File: config.mk
export PLATFORM = sky130hd
export DESIGN_NAME = proc_sequencer_flat
export DESIGN_NICKNAME = d
export VERILOG_FILES = /design/src/rtl/proc_seq_if.sv /design/src/rtl/proc_sequencer.sv /design/src/flat_wrapper.sv
export SDC_FILE = /design/constraint.sdc
export NUM_CORES = 1
export LEC_CHECK = 0
export BUFFER_PORTS_ARGS = -buffer_cell sky130_fd_sc_hd__buf_4
export CORE_ASPECT_RATIO = 1.4
export CORE_UTILIZATION = 35
export DETAILED_ROUTE_END_ITERATION = 8
export GPL_TIMING_DRIVEN = 0
export HOLD_SLACK_MARGIN = 0.03
export PLACE_DENSITY_LB_ADDON = 0.15
export SLEW_MARGIN = 20
export SYNTH_ARGS = -nofsm -noshare
export SYNTH_HDL_FRONTEND = slang
export SYNTH_SLANG_ARGS = --single-unit
export TNS_END_PERCENT = 5
File: constraint.sdc
create_clock -name i_clk -period 4.15 [get_ports i_clk]
set_clock_uncertainty 0.05 [all_clocks]
set_input_delay 0.415 -clock i_clk [delete_from_list [all_inputs] [get_ports i_clk]]
set_output_delay 0.415 -clock i_clk [all_outputs]
set_load 0.005 [all_outputs]
File: src/rtl/proc_seq_if.sv
// Processor-side bus of the program sequencer: instruction/immediate word,
// Run strobe and the core's Done reply.
interface proc_seq_if;
   logic [8:0] din;
   logic       run;
   logic       done;

   modport master (output din, output run, input done);
   modport slave  (input din, input run, output done);
endinterface

File: src/rtl/proc_sequencer.sv
// Program sequencer for the 9-bit multicycle processor: program RAM, fetch/run/wait-for-Done loop.
// Optional single-step mode with input i_step when PROC_SEQ_STEP_EN is defined.
//
// state | meaning
// IDLE  | after reset; RAM loadable, waiting for Start
// FETCH | DIN = RAM[PC], Run pulsed (Run held low if a trailing mvi has no immediate)
// EXEC  | waiting for Done; DIN carries the immediate for mvi; timeout counter running
// PAUSE | (step build only) between instructions, waiting for a Step rising edge
// HALT  | program finished or error; RAM loadable, Start re-runs
module proc_sequencer #(
   parameter int DEPTH   = 32,
   parameter int AW      = 5,
   parameter int TIMEOUT = 7
) (
   input  logic          i_clk,
   input  logic          i_rst,
   input  logic          i_load_en,
   input  logic [AW-1:0] i_load_addr,
   input  logic [8:0]    i_load_data,
   input  logic [AW:0]   i_prog_len,
   input  logic          i_start,
`ifdef PROC_SEQ_STEP_EN
   input  logic          i_step,
`endif
   proc_seq_if.master    bus,
   output logic [AW-1:0] o_pc,
   output logic          o_busy,
   output logic          o_halted,
   output logic          o_error
);

   localparam logic [2:0] OP_MVI = 3'b001;
   localparam int         CW     = $clog2(TIMEOUT + 1);

`ifdef PROC_SEQ_STEP_EN
   typedef enum logic [2:0] {S_IDLE, S_FETCH, S_EXEC, S_HALT, S_PAUSE} state_t;
`else
   typedef enum logic [2:0] {S_IDLE, S_FETCH, S_EXEC, S_HALT} state_t;
`endif

   state_t        r_state;
   logic [8:0]    r_ram [DEPTH];
   logic [AW:0]   r_pc;
   logic [AW:0]   r_len;
   logic [8:0]    r_din;
   logic          r_run;
   logic          r_busy;
   logic          r_halted;
   logic          r_error;
   logic          r_mvi;
   logic [CW-1:0] r_wait;

   logic [AW:0]   w_next_pc;
   logic [AW-1:0] w_imm_addr;
   logic [8:0]    w_next_word;
   logic          w_load_ok;

   // A trailing mvi whose immediate lies past the program end must not be run.
   function automatic logic fetch_ok(input logic [2:0] op, input logic [AW:0] pc_p1,
                                     input logic [AW:0] len);
      return !((op == OP_MVI) && (pc_p1 >= len));
   endfunction

   assign w_next_pc   = r_pc + (r_mvi ? (AW+1)'(2) : (AW+1)'(1));
   assign w_imm_addr  = r_pc[AW-1:0] + AW'(1);
   assign w_next_word = r_ram[w_next_pc[AW-1:0]];
   assign w_load_ok   = (r_state == S_IDLE) || (r_state == S_HALT);

`ifdef PROC_SEQ_STEP_EN
   logic          r_step_d;
   logic          w_step_rise;
   logic [AW:0]   w_pc_p1;
   logic [8:0]    w_cur_word;

   assign w_step_rise = i_step & ~r_step_d;
   assign w_pc_p1     = r_pc + (AW+1)'(1);
   assign w_cur_word  = r_ram[r_pc[AW-1:0]];

   always_ff @(posedge i_clk) begin
      if (i_rst) r_step_d <= 1'b0;
      else       r_step_d <= i_step;
   end
`endif

   always_ff @(posedge i_clk) begin
      if (i_load_en && w_load_ok)
         r_ram[i_load_addr] <= i_load_data;
   end

   always_ff @(posedge i_clk) begin
      if (i_rst) begin
         r_state  <= S_IDLE;
         r_pc     <= '0;
         r_len    <= '0;
         r_din    <= '0;
         r_run    <= 1'b0;
         r_busy   <= 1'b0;
         r_halted <= 1'b0;
         r_error  <= 1'b0;
         r_mvi    <= 1'b0;
         r_wait   <= '0;
      end else begin
         case (r_state)
            S_IDLE, S_HALT: begin
               // LoadEn wins; a level Start is then taken on the following cycle.
               if (i_start && !i_load_en) begin
                  r_len   <= i_prog_len;
                  r_pc    <= '0;
                  r_error <= 1'b0;
                  if (i_prog_len == '0) begin
                     r_state  <= S_HALT;
                     r_halted <= 1'b1;
                  end else begin
                     r_state  <= S_FETCH;
                     r_halted <= 1'b0;
                     r_busy   <= 1'b1;
                     r_din    <= r_ram[0];
                     r_run    <= fetch_ok(r_ram[0][7:5], (AW+1)'(1), i_prog_len);
                  end
               end
            end
            S_FETCH: begin
               r_run <= 1'b0;
               // Run low in FETCH marks the truncated-mvi case.
               if (!r_run) begin
                  r_state  <= S_HALT;
                  r_error  <= 1'b1;
                  r_halted <= 1'b1;
                  r_busy   <= 1'b0;
               end else begin
                  r_state <= S_EXEC;
                  r_mvi   <= (r_din[7:5] == OP_MVI);
                  r_wait  <= CW'(TIMEOUT - 1);
                  if (r_din[7:5] == OP_MVI) r_din <= r_ram[w_imm_addr];
               end
            end
            S_EXEC: begin
               if (bus.done) begin
                  r_pc <= w_next_pc;
                  if (w_next_pc >= r_len) begin
                     r_state  <= S_HALT;
                     r_halted <= 1'b1;
                     r_busy   <= 1'b0;
                  end else begin
`ifdef PROC_SEQ_STEP_EN
                     r_state <= S_PAUSE;
`else
                     r_state <= S_FETCH;
                     r_din   <= w_next_word;
                     r_run   <= fetch_ok(w_next_word[7:5], w_next_pc + (AW+1)'(1), r_len);
`endif
                  end
               end else if (r_wait == '0) begin
                  r_state  <= S_HALT;
                  r_error  <= 1'b1;
                  r_halted <= 1'b1;
                  r_busy   <= 1'b0;
               end else begin
                  r_wait <= r_wait - CW'(1);
               end
            end
`ifdef PROC_SEQ_STEP_EN
            S_PAUSE: begin
               if (w_step_rise) begin
                  r_state <= S_FETCH;
                  r_din   <= w_cur_word;
                  r_run   <= fetch_ok(w_cur_word[7:5], w_pc_p1, r_len);
               end
            end
`endif
            default: r_state <= S_IDLE;
         endcase
      end
   end

`ifndef PROC_SEQ_STEP_EN
   logic w_unused;
   assign w_unused = ^w_next_word;
`endif

   assign bus.din  = r_din;
   assign bus.run  = r_run;
   assign o_pc     = r_pc[AW-1:0];
   assign o_busy   = r_busy;
   assign o_halted = r_halted;
   assign o_error  = r_error;

endmodule

File: src/flat_wrapper.sv
// flat-port wrapper written by rule: the top's interface ports become plain ports
module proc_sequencer_flat 
#(
   parameter int DEPTH   = 32,
   parameter int AW      = 5,
   parameter int TIMEOUT = 7
)
  (i_clk, i_rst, i_load_en, i_load_addr, i_load_data, i_prog_len, i_start, o_pc, o_busy, o_halted, o_error, bus_din, bus_run, bus_done);
  proc_seq_if bus_i ();
  input  logic i_clk;
  input  logic i_rst;
  input  logic i_load_en;
  input  logic [AW-1:0] i_load_addr;
  input  logic [8:0] i_load_data;
  input  logic [AW:0] i_prog_len;
  input  logic i_start;
  output logic [AW-1:0] o_pc;
  output logic o_busy;
  output logic o_halted;
  output logic o_error;
  output wire logic [$bits(bus_i.din)-1:0] bus_din;
  output wire logic [$bits(bus_i.run)-1:0] bus_run;
  input wire logic [$bits(bus_i.done)-1:0] bus_done;
  assign bus_din = bus_i.din;
  assign bus_run = bus_i.run;
  assign bus_i.done = bus_done;
  proc_sequencer #(.DEPTH(DEPTH), .AW(AW), .TIMEOUT(TIMEOUT)) u_core (.i_clk(i_clk), .i_rst(i_rst), .i_load_en(i_load_en), .i_load_addr(i_load_addr), .i_load_data(i_load_data), .i_prog_len(i_prog_len), .i_start(i_start), .bus(bus_i), .o_pc(o_pc), .o_busy(o_busy), .o_halted(o_halted), .o_error(o_error));
endmodule
==> results of run 1 <==
where the power goes:
part / internal, W / switching (W) / total [W]
Clock: 0.00176 / 0.00134 / 0.00311
Sequential: 0.00362 / 0.0000744 / 0.00370
Combinational: 0.000643 / 0.00103 / 0.00167
Total: 0.00603 / 0.00245 / 0.00847
metrics by stage:
step | area, um^2 | std cells
2_1_floorplan | 15690 | 1143
3_3_place_gp | 16700 | 1743
3_5_place_dp | 16780 | 1744
4_1_cts | 18020 | 1803
5_1_grt | 18100 | 1809
6_report | 18100 | 1809
per-layer routing:
metal	track usage, %	routed length [um]	vias to the layer above	part of all wire [%]
met2	46.13	29350	497	53
met3	2.824	2744	181	5.0
li1	-	-	4630	-
met5	0	0	-	0
met1	26.27	19510	5581	35
met4	15.35	3746	0	6.8
repair_timing:
item | 4_1_cts | 5_1_grt
gates resized for setup | 43 | 15
buffers inserted | 0 | 6
hold buffers | 0 | 0
setup endpoints to repair | 13 | 10
pin swaps | 0 | 4
kinds of logic after synthesis:
family,after synthesis
fa+ha+maj,21
buf+inv,103
xor+xnor,11
flops,319
mux,152
simple gates,413
compound gates,124
synthesized netlist by cell type, types with 7 or more instances:
cell type	instances	area share, %
mux2i_1	48	3.1
a31oi_1	19	0.76
o21ai_0	11	0.35
nor2_1	74	1.8
nand4_1	17	0.68
nand2b_1	11	0.44
o22ai_1	7	0.28
dfxtp_1	31	4.0
a21oi_1	29	0.93
mux4_2	88	13
clkbuf_1	31	0.74
edfxtp_1	288	55
inv_1	22	0.53
ha_1	20	1.6
a32oi_1	14	0.78
mux4_1	14	2.3
nand3_1	71	2.3
buf_2	31	0.99
buf_4	9	0.43
nand2_1	192	4.6
nand4b_1	9	0.50
cell type report:
cell class | instances | area share [%]
clock inverter | 21 | 1.141
multi-input combinational | 721 | 33.81
buffer | 78 | 2.447
clock buffer | 39 | 4.978
timing repair buffer | 49 | 2.053
tap | 558 | 3.858
sequential | 319 | 51.22
inverter | 24 | 0.4978
how the worst max path moves through the flow:
stage          depth (start not counted)  slack, ns           endpoint           start
4_1_cts                               15       0.01     u_core.bus.run    u_core.r_mvi
3_5_place_dp                          18      -1.66  u_core.bus.din[4]    u_core.r_mvi
6_report                              12       0.05  u_core.bus.din[3]  u_core.r_pc[0]
3_3_place_gp                          18      -1.63  u_core.bus.din[4]    u_core.r_mvi
2_1_floorplan                         18       0.19  u_core.bus.din[2]    u_core.r_mvi
5_1_grt                               13      -0.01  u_core.bus.din[3]    u_core.r_mvi
critical path: cells and delay by family, from the launching register on:
family / cells / cell delay (ns)
compound gates: 2 / 0.61
fa+ha+maj: 2 / 0.77
buf+inv: 4 / 1.28
flops: 1 / 0.46
simple gates: 4 / 0.79
sequential cells by signal (all words and copies together) (netlist names):
name             flops
u_core.r_len         6
u_core.r_ram       288
u_core.r_wait        3
u_core.bus.run       1
u_core.o_busy        1
u_core.r_mvi         1
u_core.bus.din       9
u_core.o_error       1
u_core.r_state       2
u_core.r_pc          6
u_core.o_halted      1
==> results.md, run 1 <==
- Status: finished clean
- Post-Syn Nets: 1,189
- Max_cap viols: 0
- Commonest non-fill, non-tap cells in the layout: 288 x edfxtp_1, 190 x nand2_1, 88 x mux4_2, 70 x nand3_1, 60 x buf_4
- Routed wire length: 55.35 mm
- Worst vdd ir: about 0.28 mV
- Mapped Cells: approximately 1,100
- FILL cells: 4,117
- Post-route minimum period: between 4 and 5 ns
- Maximum buffer depth of the clock tree: 3
- Gr ovfl total: 0
- Crit path cell chain: ha_1, fa_2, clkbuf_4, buf_4, nor2_2, clkbuf_2, clkbuf_2, nand3_1, nand4_1, nand3_1, a31oi_1, o221ai_1
- Pwr dens: 468.2 mW/mm^2
- Post-synthesis simple-gate area fraction: 11.88%
- CP max-delay cell: fa_2
- Core Rows: slightly above 90
- Post-route antenna net violation count: 0
- I/O pin cnt: 43
- Crit path DAT: approximately 4.5 ns
- Slack of the critical path: 0.04850 ns
- Die W: 180.9 um
- Avg Cell Area, Syn: 13.72 um^2
- XOR/XNOR share of the synthesized area: 0.6620%
- Ys Warns: 0
- Drt pass-1 iters: 6
- Post-Synthesis Cell Area: 0.01569 mm^2
- WP data required: 4.50 ns
- Nature of the critical path endpoint: flop
- WS Path Type: flop to flop
- Hold violation count in the final report: 0
- Slew @ Worst Pin: 1.145 ns
- RSZ-0062 raised after global routing: yes
- Worst skew pair latency: 0.54 ns
- CP startpoint kind: flop
- Yosys cell types: 61
- Dpl ws: -1.661 ns
- Post-DP HPWL: 39.35 mm
- Area of the core: 0.04418 mm^2
- Multiplexer share of the synthesized area: 18.18%
- Multi-input gate area: between 0.006 and 0.007 mm^2
- GP Congestion: 0.8795
- Flop and latch count out of synthesis: 319
- FMAX: ~240 MHz
- Most common cell after layout, fill and taps aside: edfxtp_1
- Share of layout cells above drive strength 1: 23.98%
- Hold WS: 0.07837 ns
- GRT Total Usage: between 20% and 30%
- Post-Synth Adder-Cell Area: 1.723%
- Register area: 0.009270 mm^2
- CP max stage delay: approximately 0.5 ns
- Initial antenna violation count: 0
- DIE HEIGHT: 252.5 um
- Vias in the first global route: 11,450
- Seq/Total Area, Yosys: 59.08%
- Max_slew headroom: 23.36%
- Final setup viols: 0
- Main flop type after synthesis: edfxtp_1
- HP Start: i_prog_len[2]
- Min-Delay Path Depth: 3
- DR DRC count: 0
- Clock Tree Root: clkbuf_16
- Hold crit path type: input port to flop
- Worst-path fanout max: 10
- Clock-pin slew on the worst setup and hold paths: around 0.06 ns
- Vias: 10,890
- RR Endpoint: u_core.bus.din[3]
- Global-route wire length before repair: 79.22 mm
- TritonCTS Buffers: 35
- Compound-Gate Fraction of Synth Area: under 10%
- Hold Crit Endpoint: u_core.r_len[2]
- Port bufs: 42
- Worst reg-to-reg path cell count: 12
- Final layout net count: 1,274
- Ys async rst share: 0%
- Tcrit/Tclk final: 98.83%
- Fin util: roughly two fifths
- Iter 0 DRT Violations: 907
- CTS sink count: around 320
- R2r setup slk: 0.05 ns
- Drt via density: ~6
- Ant. Diodes: 0
- Count of final max-slew check failures: 0
- Die area: roughly 0.046 mm^2
- CTS tree: done
- Leakage power: 5.910 nW
- Setup TNS: 0 ns
- Post-synth EDFFs: 288
- Initial Utilization: 35.51%
- Pwr Total: about 0.0085 W
- R2R Path Start: u_core.r_pc[0]
- Routed len/inst: between 30 and 40 um
- Main combinational cell family by area after synthesis: multiplexers
- Syn-to-layout area delta: 15.37%
- H-tree levels: 2
- Largest net degree at the start of global routing: 33
(Power assumes the default switching activity.)
==> run 2: changes to the inputs <==
--- a/config.mk
+++ b/config.mk
@@ -7,7 +7,7 @@
 export LEC_CHECK = 0
 export BUFFER_PORTS_ARGS = -buffer_cell sky130_fd_sc_hd__buf_4
 export CORE_ASPECT_RATIO = 1.4
-export CORE_UTILIZATION = 35
+export CORE_UTILIZATION = 57
 export DETAILED_ROUTE_END_ITERATION = 8
 export GPL_TIMING_DRIVEN = 0
 export HOLD_SLACK_MARGIN = 0.03
==> results.md, run 2 (synthesized netlist as in run 1, its figures left out) <==
- GR peak layer: met2 (unchanged)
- Hold crit path type: input port to flop (unchanged)
- GP Congestion: 0.9798 (was 0.8795)
- Die W: 142.2 um (was 180.9 um)
- Final layout net count: 1,267 (was 1,274)
- Fin util: 65.38% (was 40.97%)
- Maximum buffer depth of the clock tree: 3 (unchanged)
- Core Rows: 71 (was 91)
- Post-route minimum period: 4.059 ns (was 4.101 ns)
- CP max stage delay: 0.47 ns (was 0.50 ns)
- Number of flip-flops in the largest register: 288 (unchanged)
- Routed wire length: 49.26 mm (was 55.35 mm)
- Ant. Diodes: 0 (unchanged)
- Initial Utilization: 58.28% (was 35.51%)
- RSZ-0062 raised after global routing: yes (unchanged)
- TritonCTS Buffers: 29 (was 35)
- Routed len/inst: 30.62 um (was 30.60 um)
- CTS tree: done (unchanged)
- CP startpoint kind: flop (unchanged)
- Slack of the critical path: 0.09111 ns (was 0.04850 ns)
- Max_slew headroom: 20.90% (was 23.36%)
- Crit path cell chain: inv_1, ha_1, fa_2, buf_2, buf_4, nor2_2, clkbuf_2, clkbuf_2, nand3_1, nand4_1, nand3_1, a31oi_2, o221ai_1 (was ha_1, fa_2, clkbuf_4, buf_4, nor2_2, clkbuf_2, clkbuf_2, nand3_1, nand4_1, nand3_1, a31oi_1, o221ai_1)
- Most common cell after layout, fill and taps aside: edfxtp_1 (unchanged)
- Largest net degree at the start of global routing: 33 (unchanged)
- Drt pass-1 iters: 8 (was 6)
- Initial antenna violation count: 1 (was 0)
- FMAX: 246.4 MHz (was 243.8 MHz)
- H-tree levels: 1 (was 2)
- Post-DP HPWL: 34.13 mm (was 39.35 mm)
- DR DRC count: 0 (unchanged)
- Max_cap viols: 0 (unchanged)
- Port bufs: 42 (unchanged)
- Area of the core: 0.02692 mm^2 (was 0.04418 mm^2)
- WS Path Type: flop to flop (unchanged)
- Iter 0 DRT Violations: 1,356 (was 907)
- DIE HEIGHT: 198.3 um (was 252.5 um)
- Commonest non-fill, non-tap cells in the layout: 288 x edfxtp_1, 191 x nand2_1, 88 x mux4_2, 71 x nand3_1, 58 x nor2_1 (was 288 x edfxtp_1, 190 x nand2_1, 88 x mux4_2, 70 x nand3_1, 60 x buf_4)
- WP data required: 4.53 ns (was 4.50 ns)
- Largest Register: u_core.r_ram (unchanged)
- Drt via density: 6.949 (was 6.019)
- Gr ovfl total: 0 (unchanged)
- Final setup viols: 0 (unchanged)
- Nature of the critical path endpoint: flop (unchanged)
- Pwr dens: 452.0 mW/mm^2 (was 468.2 mW/mm^2)
- Crit path DAT: 4.44 ns (was 4.46 ns)
- CP max-delay cell: fa_2 (unchanged)
- GR met3 Demand/Resource: 7.158% (was 2.824%)
- Post-route antenna net violation count: 0 (unchanged)
- Hold violation count in the final report: 0 (unchanged)
- Vias: 11,180 (was 10,890)
- Die area: 0.02820 mm^2 (was 0.04568 mm^2)
- Routing usage on met1: 40.38% (was 26.27%)
- GR Util met2: 60.98% (was 46.13%)
- I/O pin cnt: 43 (unchanged)
- Count of final max-slew check failures: 0 (unchanged)
- Worst vdd ir: 0.3749 mV (was 0.2821 mV)
- Worst-path fanout max: 10 (unchanged)
- Worst skew pair latency: 0.57 ns (was 0.54 ns)
- Vias in the first global route: 11,120 (was 11,450)
- Tcrit/Tclk final: 97.80% (was 98.83%)
- Clock Tree Root: clkbuf_16 (unchanged)
- Syn-to-layout area delta: 12.19% (was 15.37%)
- Clock-pin slew on the worst setup and hold paths: 0.07 ns (was 0.06 ns)
- Status: finished clean (unchanged)
- GRT Total Usage: 36.24% (was 24.62%)
- Dpl ws: -1.396 ns (was -1.661 ns)
- CTS sink count: 319 (unchanged)
- Global-route wire length before repair: 71.04 mm (was 79.22 mm)
- Leakage power: 5.796 nW (was 5.910 nW)
- Slew @ Worst Pin: 1.182 ns (was 1.145 ns)
- Share of layout cells above drive strength 1: 20.98% (was 23.98%)
-- run 2: final timing paths --
check | start | endpoint | slack, ns | cells after the start
worst max-delay path | u_core.r_mvi | u_core.bus.din[1] | 0.09 | 13
worst min-delay path | i_prog_len[1] | u_core.r_len[1] | 0.04 | 3
worst max register to register | u_core.r_mvi | u_core.bus.din[1] | 0.09 | 13
worst min register to register | u_core.r_len[2] | u_core.r_len[2] | 0.45 | 2
-- run 2: routing by layer --
metal  up-vias  share of wire, %
li1       4619                 -
met1      5472                32
met2       865                49
met3       223                10
met4         2               8.6
met5         -             0.037
-- run 2: power breakdown --
part | total, W | switching [W] | internal, W | leakage [nW]
Combinational | 0.00162 | 0.000988 | 0.000633 | 2.51
Clock | 0.00264 | 0.00117 | 0.00147 | 0.438
Sequential | 0.00370 | 0.0000763 | 0.00362 | 2.85
Total | 0.00796 | 0.00224 | 0.00572 | 5.80
-- run 2: metrics by stage --
stage	power (W)	instances	hold WS [ns]	area (um^2)	setup TNS, ns
after floorplan	0.004704	1143	0.4134	15690	0
after global placement	0.005275	1550	0.4265	16460	-13.36
after detailed placement	0.005299	1551	0.4363	16500	-13.72
after CTS	0.007897	1609	0.03706	17560	0
after global routing	0.008171	1609	0.03902	17600	-0.001397
final	0.007956	1609	0.04433	17600	0
-- run 2: timing repair --
action	CTS	global route
resized for setup	34	13
hold buffers	3	0
hold endpoints to repair	3	0
endpoints found under the setup margin	13	11
pin swaps	2	0
buffers inserted	3	0
-- run 2: worst max-delay path: cells and delay by family (launching register included) --
| family | cells | cell delay, ns |
|---|---|---|
| buf+inv | 5 | 1.32 |
| simple gates | 4 | 0.93 |
| fa+ha+maj | 2 | 0.69 |
| compound gates | 2 | 0.48 |
| flops | 1 | 0.43 |
-- run 2: layout make-up --
cell class / instances / area [um^2]
well taps: 365 / 456.7
clock buffers: 47 / 813.3
fillers: 1983 / 9318
multi-input cells: 721 / 6062
plain buffers: 77 / 426.7
clock inverters: 7 / 95.09
repair buffers: 49 / 379.1
flip-flops and latches: 319 / 9273
inverters: 24 / 93.84
